**src/rtl/seq_divider8_pkg.sv**
```systemverilog
// Shared types and constants for the sequential restoring divider.
package seq_divider8_pkg;

  localparam int unsigned DEFAULT_WIDTH = 8;

  function automatic int unsigned cnt_width(int unsigned w);
    return (w > 1) ? $clog2(w) : 1;
  endfunction

  localparam int unsigned CNT_W = cnt_width(DEFAULT_WIDTH);

  typedef enum logic [1:0] {IDLE, RUN, FIX, DONE} state_t;

endpackage

```
**src/rtl/seq_divider8_if.sv**
```systemverilog
// Start/done request interface between a controller and seq_divider8.
interface seq_divider8_if
  import seq_divider8_pkg::*;
#(
  parameter int unsigned WIDTH = DEFAULT_WIDTH
) ();

  logic             start;
  logic             signed_op;
  logic [WIDTH-1:0] dividend;
  logic [WIDTH-1:0] divisor;
  logic             busy;
  logic             done;
  logic [WIDTH-1:0] quotient;
  logic [WIDTH-1:0] remainder;
  logic             div_by_zero;
  logic             overflow;

  modport master (
    output start, signed_op, dividend, divisor,
    input  busy, done, quotient, remainder, div_by_zero, overflow
  );

  modport slave (
    input  start, signed_op, dividend, divisor,
    output busy, done, quotient, remainder, div_by_zero, overflow
  );

endinterface

```
**src/rtl/seq_divider8_sub_cla.sv**
```systemverilog
// Combinational lookahead subtractor: diff = a - b computed as a + ~b + 1.
module sub_cla #(
  parameter int unsigned WIDTH = 9
) (
  input  logic [WIDTH-1:0] a,
  input  logic [WIDTH-1:0] b,
  output logic [WIDTH-1:0] diff,
  output logic             borrow
);

  logic [WIDTH-1:0] gen;
  logic [WIDTH-1:0] prop;
  logic [WIDTH:0]   carry;

  assign gen  = a & ~b;
  assign prop = a ^ ~b;

  // Each carry is a flat sum of generate terms gated by the propagate run below it.
  always_comb begin
    logic term;
    logic run;
    carry    = '0;
    carry[0] = 1'b1;
    for (int i = 0; i < int'(WIDTH); i++) begin
      term = gen[i];
      run  = prop[i];
      for (int j = i - 1; j >= 0; j--) begin
        term = term | (run & gen[j]);
        run  = run & prop[j];
      end
      carry[i+1] = term | (run & carry[0]);
    end
  end

  assign diff   = prop ^ carry[WIDTH-1:0];
  assign borrow = ~carry[WIDTH];

endmodule

```
**src/rtl/seq_divider8.sv**
```systemverilog
// Iterative restoring divider, one trial subtraction per clock, signed or unsigned.
// Optional SEQ_DIVIDER8_EARLY_EXIT_EN finishes in one cycle when |dividend| < |divisor|.
module seq_divider8
  import seq_divider8_pkg::*;
#(
  parameter int unsigned WIDTH = DEFAULT_WIDTH
) (
  input logic           clk,
  input logic           rst,
  seq_divider8_if.slave bus
);

  localparam int unsigned CntW = cnt_width(WIDTH);

  state_t           state_q;
  logic [WIDTH:0]   rem_q;
  logic [WIDTH:0]   dvs_q;
  logic [WIDTH-1:0] quo_q;
  logic [CntW-1:0]  cnt_q;
  logic             q_neg_q, r_neg_q, ovf_pend_q;
  logic             busy_q, done_q, dbz_q, ovf_q;
  logic [WIDTH-1:0] quot_q, rmdr_q;

  logic             a_neg, b_neg;
  logic [WIDTH:0]   a_mag, b_mag;
  logic [WIDTH:0]   rem_sh, diff;
  logic             borrow;
  logic [WIDTH-1:0] q_fix, r_fix;
  logic             unused_msbs;

  assign a_neg = bus.signed_op & bus.dividend[WIDTH-1];
  assign b_neg = bus.signed_op & bus.divisor[WIDTH-1];
  // Sign-extend before negating so the most negative value maps to its true magnitude.
  assign a_mag = a_neg ? -{bus.dividend[WIDTH-1], bus.dividend} : {1'b0, bus.dividend};
  assign b_mag = b_neg ? -{bus.divisor[WIDTH-1], bus.divisor} : {1'b0, bus.divisor};

  assign rem_sh = {rem_q[WIDTH-1:0], quo_q[WIDTH-1]};

  sub_cla #(
    .WIDTH(WIDTH + 1)
  ) u_sub (
    .a     (rem_sh),
    .b     (dvs_q),
    .diff  (diff),
    .borrow(borrow)
  );

  assign q_fix = q_neg_q ? -quo_q : quo_q;
  assign r_fix = r_neg_q ? -rem_q[WIDTH-1:0] : rem_q[WIDTH-1:0];

  // Partial remainder stays below the divisor, so its top bit never matters after a step.
  assign unused_msbs = rem_q[WIDTH] ^ a_mag[WIDTH];

  always_ff @(posedge clk) begin
    if (rst) begin
      state_q    <= IDLE;
      rem_q      <= '0;
      dvs_q      <= '0;
      quo_q      <= '0;
      cnt_q      <= '0;
      q_neg_q    <= 1'b0;
      r_neg_q    <= 1'b0;
      ovf_pend_q <= 1'b0;
      busy_q     <= 1'b0;
      done_q     <= 1'b0;
      dbz_q      <= 1'b0;
      ovf_q      <= 1'b0;
      quot_q     <= '0;
      rmdr_q     <= '0;
    end else begin
      unique case (state_q)
        IDLE: begin
          if (bus.start) begin
            if (bus.divisor == '0) begin
              state_q <= DONE;
              done_q  <= 1'b1;
              quot_q  <= '1;
              rmdr_q  <= bus.dividend;
              dbz_q   <= 1'b1;
              ovf_q   <= 1'b0;
`ifdef SEQ_DIVIDER8_EARLY_EXIT_EN
            end else if (a_mag < b_mag) begin
              state_q <= DONE;
              done_q  <= 1'b1;
              quot_q  <= '0;
              rmdr_q  <= bus.dividend;
              dbz_q   <= 1'b0;
              ovf_q   <= 1'b0;
`endif
            end else begin
              state_q    <= RUN;
              busy_q     <= 1'b1;
              quo_q      <= a_mag[WIDTH-1:0];
              dvs_q      <= b_mag;
              rem_q      <= '0;
              cnt_q      <= CntW'(WIDTH - 1);
              q_neg_q    <= a_neg ^ b_neg;
              r_neg_q    <= a_neg;
              ovf_pend_q <= a_neg & b_neg & (bus.divisor == '1) &
                            (bus.dividend == {1'b1, {(WIDTH - 1){1'b0}}});
            end
          end
        end
        RUN: begin
          if (borrow) begin
            rem_q <= rem_sh;
            quo_q <= {quo_q[WIDTH-2:0], 1'b0};
          end else begin
            rem_q <= diff;
            quo_q <= {quo_q[WIDTH-2:0], 1'b1};
          end
          cnt_q <= cnt_q - 1'b1;
          if (cnt_q == '0) begin
            state_q <= FIX;
          end
        end
        FIX: begin
          state_q <= DONE;
          busy_q  <= 1'b0;
          done_q  <= 1'b1;
          quot_q  <= q_fix;
          rmdr_q  <= r_fix;
          dbz_q   <= 1'b0;
          ovf_q   <= ovf_pend_q;
        end
        DONE: begin
          state_q <= IDLE;
          done_q  <= 1'b0;
        end
      endcase
    end
  end

  assign bus.busy        = busy_q;
  assign bus.done        = done_q;
  assign bus.quotient    = quot_q;
  assign bus.remainder   = rmdr_q;
  assign bus.div_by_zero = dbz_q;
  assign bus.overflow    = ovf_q;

endmodule
```
**src/flat_wrapper.sv**
```systemverilog
// flat-port wrapper written by rule: the top's interface ports become plain ports
module seq_divider8_flat import seq_divider8_pkg::*;
#(
  parameter int unsigned WIDTH = DEFAULT_WIDTH
)
  (clk, rst, bus_start, bus_signed_op, bus_dividend, bus_divisor, bus_busy, bus_done, bus_quotient, bus_remainder, bus_div_by_zero, bus_overflow);
  seq_divider8_if #(.WIDTH(WIDTH)) bus_i ();
  input logic clk;
  input logic rst;
  input wire logic [$bits(bus_i.start)-1:0] bus_start;
  input wire logic [$bits(bus_i.signed_op)-1:0] bus_signed_op;
  input wire logic [$bits(bus_i.dividend)-1:0] bus_dividend;
  input wire logic [$bits(bus_i.divisor)-1:0] bus_divisor;
  output wire logic [$bits(bus_i.busy)-1:0] bus_busy;
  output wire logic [$bits(bus_i.done)-1:0] bus_done;
  output wire logic [$bits(bus_i.quotient)-1:0] bus_quotient;
  output wire logic [$bits(bus_i.remainder)-1:0] bus_remainder;
  output wire logic [$bits(bus_i.div_by_zero)-1:0] bus_div_by_zero;
  output wire logic [$bits(bus_i.overflow)-1:0] bus_overflow;
  assign bus_i.start = bus_start;
  assign bus_i.signed_op = bus_signed_op;
  assign bus_i.dividend = bus_dividend;
  assign bus_i.divisor = bus_divisor;
  assign bus_busy = bus_i.busy;
  assign bus_done = bus_i.done;
  assign bus_quotient = bus_i.quotient;
  assign bus_remainder = bus_i.remainder;
  assign bus_div_by_zero = bus_i.div_by_zero;
  assign bus_overflow = bus_i.overflow;
  seq_divider8 #(.WIDTH(WIDTH)) u_core (.clk(clk), .rst(rst), .bus(bus_i));
endmodule
```
**config.mk**
```make
export PLATFORM = sky130hd
export DESIGN_NAME = seq_divider8_flat
export DESIGN_NICKNAME = d
export VERILOG_FILES = /design/src/rtl/seq_divider8_pkg.sv /design/src/rtl/seq_divider8_if.sv /design/src/rtl/seq_divider8_sub_cla.sv /design/src/rtl/seq_divider8.sv /design/src/flat_wrapper.sv
export SDC_FILE = /design/constraint.sdc
export NUM_CORES = 1
export LEC_CHECK = 0
export ABC_CLOCK_PERIOD_IN_PS = 3800
export CAP_MARGIN = 5
export CORE_ASPECT_RATIO = 2
export CORE_MARGIN = 3
export CORE_UTILIZATION = 30
export CTS_CLUSTER_DIAMETER = 100
export DETAILED_ROUTE_END_ITERATION = 16
export GPL_TIMING_DRIVEN = 1
export PLACE_DENSITY = 0.47
export SLEW_MARGIN = 0
export SYNTH_ARGS = -nofsm -noshare
export SYNTH_HDL_FRONTEND = slang
export SYNTH_SLANG_ARGS = --single-unit
```
**constraint.sdc**
```tcl
create_clock -name clk -period 3.8 [get_ports clk]
set_input_delay 0.76 -clock clk [delete_from_list [all_inputs] [get_ports clk]]
set_output_delay 0.76 -clock clk [all_outputs]
set_load 0.01 [all_outputs]
```
Word-level counts from Yosys, hierarchy flattened
Cells that the tools add are included.
Widths: inputs -> output; s select.
{ "op_classes": {"addsub": 5, "n_eq_ne": 9, "mux": 35, "n_bitwise": 106, "reduce_logical": 12} }
{ "ops": {"columns": ["operator", "count"], "rows": [
  ["$mux 8", 12],
  ["$pmux 8 s2", 4],
  ["$and 1x1->1", 63],
  ["$or 1x1->1", 37],
  ["$neg 8->8", 3],
  ["$eq 8x8->1 const B", 2],
  ["$reduce_and 3->1", 5],
  ["$and 9x9->9", 1],
  ["$mux 9", 1],
  ["$neg 9->9", 1],
  ["$not 9->9", 1],
  ["$xor 9x9->9", 1],
  ["$logic_not 8->1", 1],
  ["$pmux 2 s4", 1],
  ["$xor 8x8->8", 1],
  ["$mux 1", 7],
  ["$mux 2", 3],
  ["$mux 3", 2],
  ["$pmux 1 s2", 3],
  ["$pmux 3 s2", 1],
  ["$eq 2x2->1 const B", 2],
  ["$ne 2x1->1 const B", 2],
  ["$ne 2x2->1 const B", 2],
  ["$reduce_bool 2->1", 2],
  ["other kinds (9)", 9]
]} }
{ "word_totals": {"register_bits": 53, "input_bits": 20, "wordCells": 181} }

Depth between registers and ports, before layout
{ "depth": {"word_depth": 14, "ltp_mapped": 10, "depth_no_buf": 8} }

By module
From an unflattened synthesis, not the netlist that was laid out.
{ "hier_totals": {"hier_cells": 440, "area_unflattened_um2": 3583.4} }
{ "modules_own_cells": {"columns": ["module", "n_inst", "cells_per_inst", "area_each_um2"], "rows": [
  ["seq_divider8", 1, 382, 3163.0],
  ["sub_cla", 1, 58, 420.4]
]} }

Least setup slack after synthesis
Ideal clock, no wire load.
{ "synth_timing": {"path_type": "input to register", "startpoint": "in bus_divisor[2]", "endpoint": "reg u_core.rmdr_q[2] (netlist: u_core.bus.remainder[2])", "setup_ns": 0.133, "arrival_time_ns": 2.272, "required_ns": 3.667, "setup_slack_ns": 1.395, "cell_stages": 6, "n_path_buf": 1, "cell_sequence": "or3_4 or4b_4 a21o_1 buf_6 nor3_1 nor4_2"} }
{ "synth_via": {"elab_chain_cells": 3} }
{ "synth_lines": {"columns": ["item", "line_no", "source"], "rows": [
  ["start: declaration", "flat_wrapper.sv:13", "input wire logic [$bits(bus_i.divisor)-1:0] bus_divisor;"],
  ["$logic_not 8->1", "seq_divider8.sv:74", "if (bus.divisor == '0) begin"],
  ["$ne 2x1->1 (no source line)", null, null],
  ["$reduce_and 3->1 (no source line)", null, null],
  ["end signal: assignment", "seq_divider8.sv:78", "rmdr_q <= bus.dividend;"],
  ["end signal: assignment", "seq_divider8.sv:122", "rmdr_q <= r_fix;"],
  ["end: declaration", "seq_divider8.sv:22", "logic [WIDTH-1:0] quot_q, rmdr_q;"]
]} }
No other way between the ends.
A chain may end at the register's enable or synchronous reset.

Final worst setup path
{ "layout_timing": {"startpoint": "in bus_divisor[2]", "endpoint": "reg u_core.quot_q[6] (netlist: u_core.bus.quotient[6])"} }
{ "layout_via": {"elab_chain_cells": 3} }
{ "layout_lines": {"columns": ["item", "line_no", "source"], "rows": [
  ["$logic_not 8->1", "seq_divider8.sv:74", null],
  ["$ne 2x1->1 (no source line)", null, null],
  ["$reduce_and 3->1 (no source line)", null, null],
  ["end signal: assignment", "seq_divider8.sv:121", "quot_q <= q_fix;"],
  ["end: declaration", "seq_divider8.sv:22", null]
]} }
No other way between the ends.

==> run_results.csv <==
group,metric,value,unit
layout,antennaDiodeCount,0,
job,maxCapViolCount,0,
die,row_count,53,
power_and_ir_drop,ir_drop,0.358,mV
cts,clk_pin_slew,0.07,ns
synthesis,ys_ff_latch,53,
power_and_ir_drop,p_clk_frac,0.171,
setup_path,cp_max_fo,12,
synthesis,synth_top_area_cell,"dfxtp_1",
global_routing,grt-ovfl-total,0,
setup_path,rrSetupSlack,1.12,ns
sta,final-setup-viol-count,0,
sta,worstMarginPinSlew,0.656,ns
power_and_ir_drop,power_leakage,1.48,nW
outcome,status,"finished, final reports clean",
setup_path,cp_top_family,"simple AND/OR/NAND/NOR gates",
cts,clock_latency,0.29,ns
sta,finClkSkew,0.00808,ns
sta,finalCritPeriodShare,0.792,
power_and_ir_drop,pwr-share-comb,0.542,
synthesis,synth.top_cell.area_share,0.328,
drt,vias,2833,
cts,cts_buffer_depth,2,
setup_path,crit_path_start_kind,"input pin",
global_routing,grt_max_degree,25,
hold_path,min_path_type,"reg2reg",
layout,fin_nets,470,
sta,fmax,0.332,GHz
hold_path,min_from,"u_core.ovf_pend_q",
synthesis,syn_avg_cell_area,8.17,um2
setup_path,critPathArrivalTime,3.22,ns
setup_path,worstSetupEndpointType,"flip-flop",
global_routing,first_global_vias,2821,
synthesis,synth_area,3240,um2
synthesis,synth.distinct_cells,51,
cts,htreeDepth,2,
layout,multi_input_area,1970,um2
synthesis,synth_flop_cell,"dfxtp_1",
drt,wl_per_cell,16.1,um
die,start_util,0.307,
synthesis,synth_nets,439,
place,detailed_place_hpwl,7260,um
synthesis,ys_warn_count,0,
setup_path,criticalPathCategory,"in2reg",
place,gp_congestion,0.862,
sta,fin_crit,3.01,ns
layout,layout.cells.most_common_list,"53 x dfxtp_1, 49 x nand2_1, 43 x nor2_1",
layout,layout_commonest_cell,"dfxtp_1",
layout,layout-drive-gt1-share,0.0701,
cts,cts_sinks,53,
setup_path,crit_start,"bus_divisor[2]",
sta,setup-tns-final,0,ns
setup_path,r2r_start,"u_core.quo_q[7]",
layout,seqCellArea,1060,um2
sta,report.final.slew_viol_count,0,
setup_path,crit_chain,"clkdlybuf4s50_1 > or3_4 > or4b_4 > a21oi_4 > buf_4 > nor2_1 > a311oi_2",
power_and_ir_drop,p_int,1.80,mW
synthesis,synth_enable_flop_cells,0,
die,fp.dieH,153,um
synthesis,syn_inst,396,
drt,drtIter0Drc,88,
layout,nFillCells,1083,
sta,rsz0062_at_grt,"false",
cts,cts_resized,0,
power_and_ir_drop,p_seq_frac,0.287,
drt,drt_first_pass_iters,4,
drt,ant_nets,0,
setup_path,max_stage_delay,0.59,ns
synthesis,synth_area_leaders,"dfxtp_1 33%, ha_1 8.9%, nand2_1 5.7%, nor2_1 5.0%, xnor2_1 4.1%",
setup_path,crit_buf_inv,2,
die,ioPinCount,40,
power_and_ir_drop,power_density,799,nW/um2
cts,post-cts-setup-buffers,0,
setup_path,critical-path-slowest-cell,"or4b_4",
place,io_buffer_count,39,
setup_path,cp.required,4.01,ns
synthesis,synthArstFlopShare,0,
die,die_x,79.4,um
drt,drc,0,
power_and_ir_drop,total_power,3.12,mW
power_and_ir_drop,power_switching,1.32,mW
drt,post_drt_via_cell_ratio,5.01,
layout,area_growth,20.7,%
global_routing,grt_antenna_before_repair,0,
cts,numCtsBuffers,5,
die,die-area,12100,um2
cts,clock-root-buffer,"clkbuf_16",
power_and_ir_drop,p_sw_frac,0.425,
sta,finalHoldViolations,0,
synthesis,ys_seq_area_frac,0.328,
cts,ctsHoldBuffers,0,
die,core-area,10500,um2
cts,cts_tree,"built",
sta,slew_headroom,0.559,
global_routing,grt_usage,0.156,
global_routing,grt_pass1_wl,14700,um
drt,postRouteWirelength,9110,um
[layout make-up]
cell class	count	share of cell area
flip-flops and latches	53	0.272
clock buffers	7	0.0365
multi-input cells	294	0.504
well taps	137	0.0439
inverters	29	0.0279
clock inverters	1	0.00769
repair buffers	44	0.108
[worst min-delay path, stage by stage, from the launching register on]
cell and delay, ns:
dfxtp_1 0.31, nand2_1 0.05, a21oi_1 0.05
[metal layers]
| layer | track usage | up-vias | part of all wire |
|---|---|---|---|
| met5 | 0 | - | 0 |
| met4 | 0.0582 | 0 | 0.025 |
| met3 | 0.0189 | 12 | 0.022 |
| met2 | 0.307 | 39 | 0.58 |
| met1 | 0.161 | 1338 | 0.37 |
| li1 | - | 1444 | - |
[power groups by stage]
stage | Clock (mW) | Combinational, mW | Sequential (mW)
after floorplan | 0 | 1.26 | 0.886
after global placement | 0 | 1.68 | 0.914
after detailed placement | 0 | 1.70 | 0.913
after CTS | 0.551 | 1.71 | 0.901
after global routing | 0.569 | 1.88 | 0.921
final | 0.533 | 1.69 | 0.895
[Yosys cell counts (3+ instances only)]
cell type,count
a211oi_1,13
a211oi_2,3
a21boi_0,5
a21o_1,3
a21oi_1,24
a311oi_2,3
and3_1,3
buf_2,3
clkbuf_1,14
dfxtp_1,53
ha_1,23
inv_1,29
mux2i_1,8
nand2_1,49
nand2b_1,5
nand3_1,3
nor2_1,43
nor3_1,9
nor4_1,3
o211ai_1,7
o21ai_0,16
o22ai_1,6
o31ai_1,9
or3_1,3
xnor2_1,15
xor2_1,12
[per-stage QoR]
stage / util / instances / worst slack, ns / cell area [um2] / hold WS (ns)
6_report: 0.370 / 565 / 0.790 / 3910 / 0.460
5_1_grt: 0.370 / 565 / 0.725 / 3910 / 0.490
4_1_cts: 0.370 / 565 / 0.811 / 3910 / 0.462
3_5_place_dp: 0.354 / 557 / 0.505 / 3730 / 0.452
3_3_place_gp: 0.354 / 557 / 0.555 / 3730 / 0.443
2_1_floorplan: - / 396 / 1.39 / 3240 / 0.430
[worst paths after layout]
kind,end,cells after the start
min,u_core.ovf_pend_q,2
max reg2reg,u_core.rem_q[0],8
max,u_core.bus.quotient[6],7
min reg2reg,u_core.ovf_pend_q,2
[kinds of logic (layout without fill, tap and decap cells)]
family	Yosys count	after routing	synth area share
AND/OR/NAND/NOR	132	132	0.189
AO/OA/AOI/OAI	103	103	0.229
flip-flops	53	53	0.328
buffers and inverters	49	81	0.0638
XOR/XNOR	27	27	0.0731
adder cells (fa/ha/maj)	23	23	0.0889
multiplexers	9	9	0.0282
[flip-flops by register name (all words and copies together), names as in the netlist, 2 cells and up]
name and flops:
u_core.bus.quotient 8, u_core.bus.remainder 8, u_core.cnt_q 3, u_core.dvs_q 9
u_core.quo_q 8, u_core.rem_q 8, u_core.state_q 2
Power figures use the tool's default switching activity.
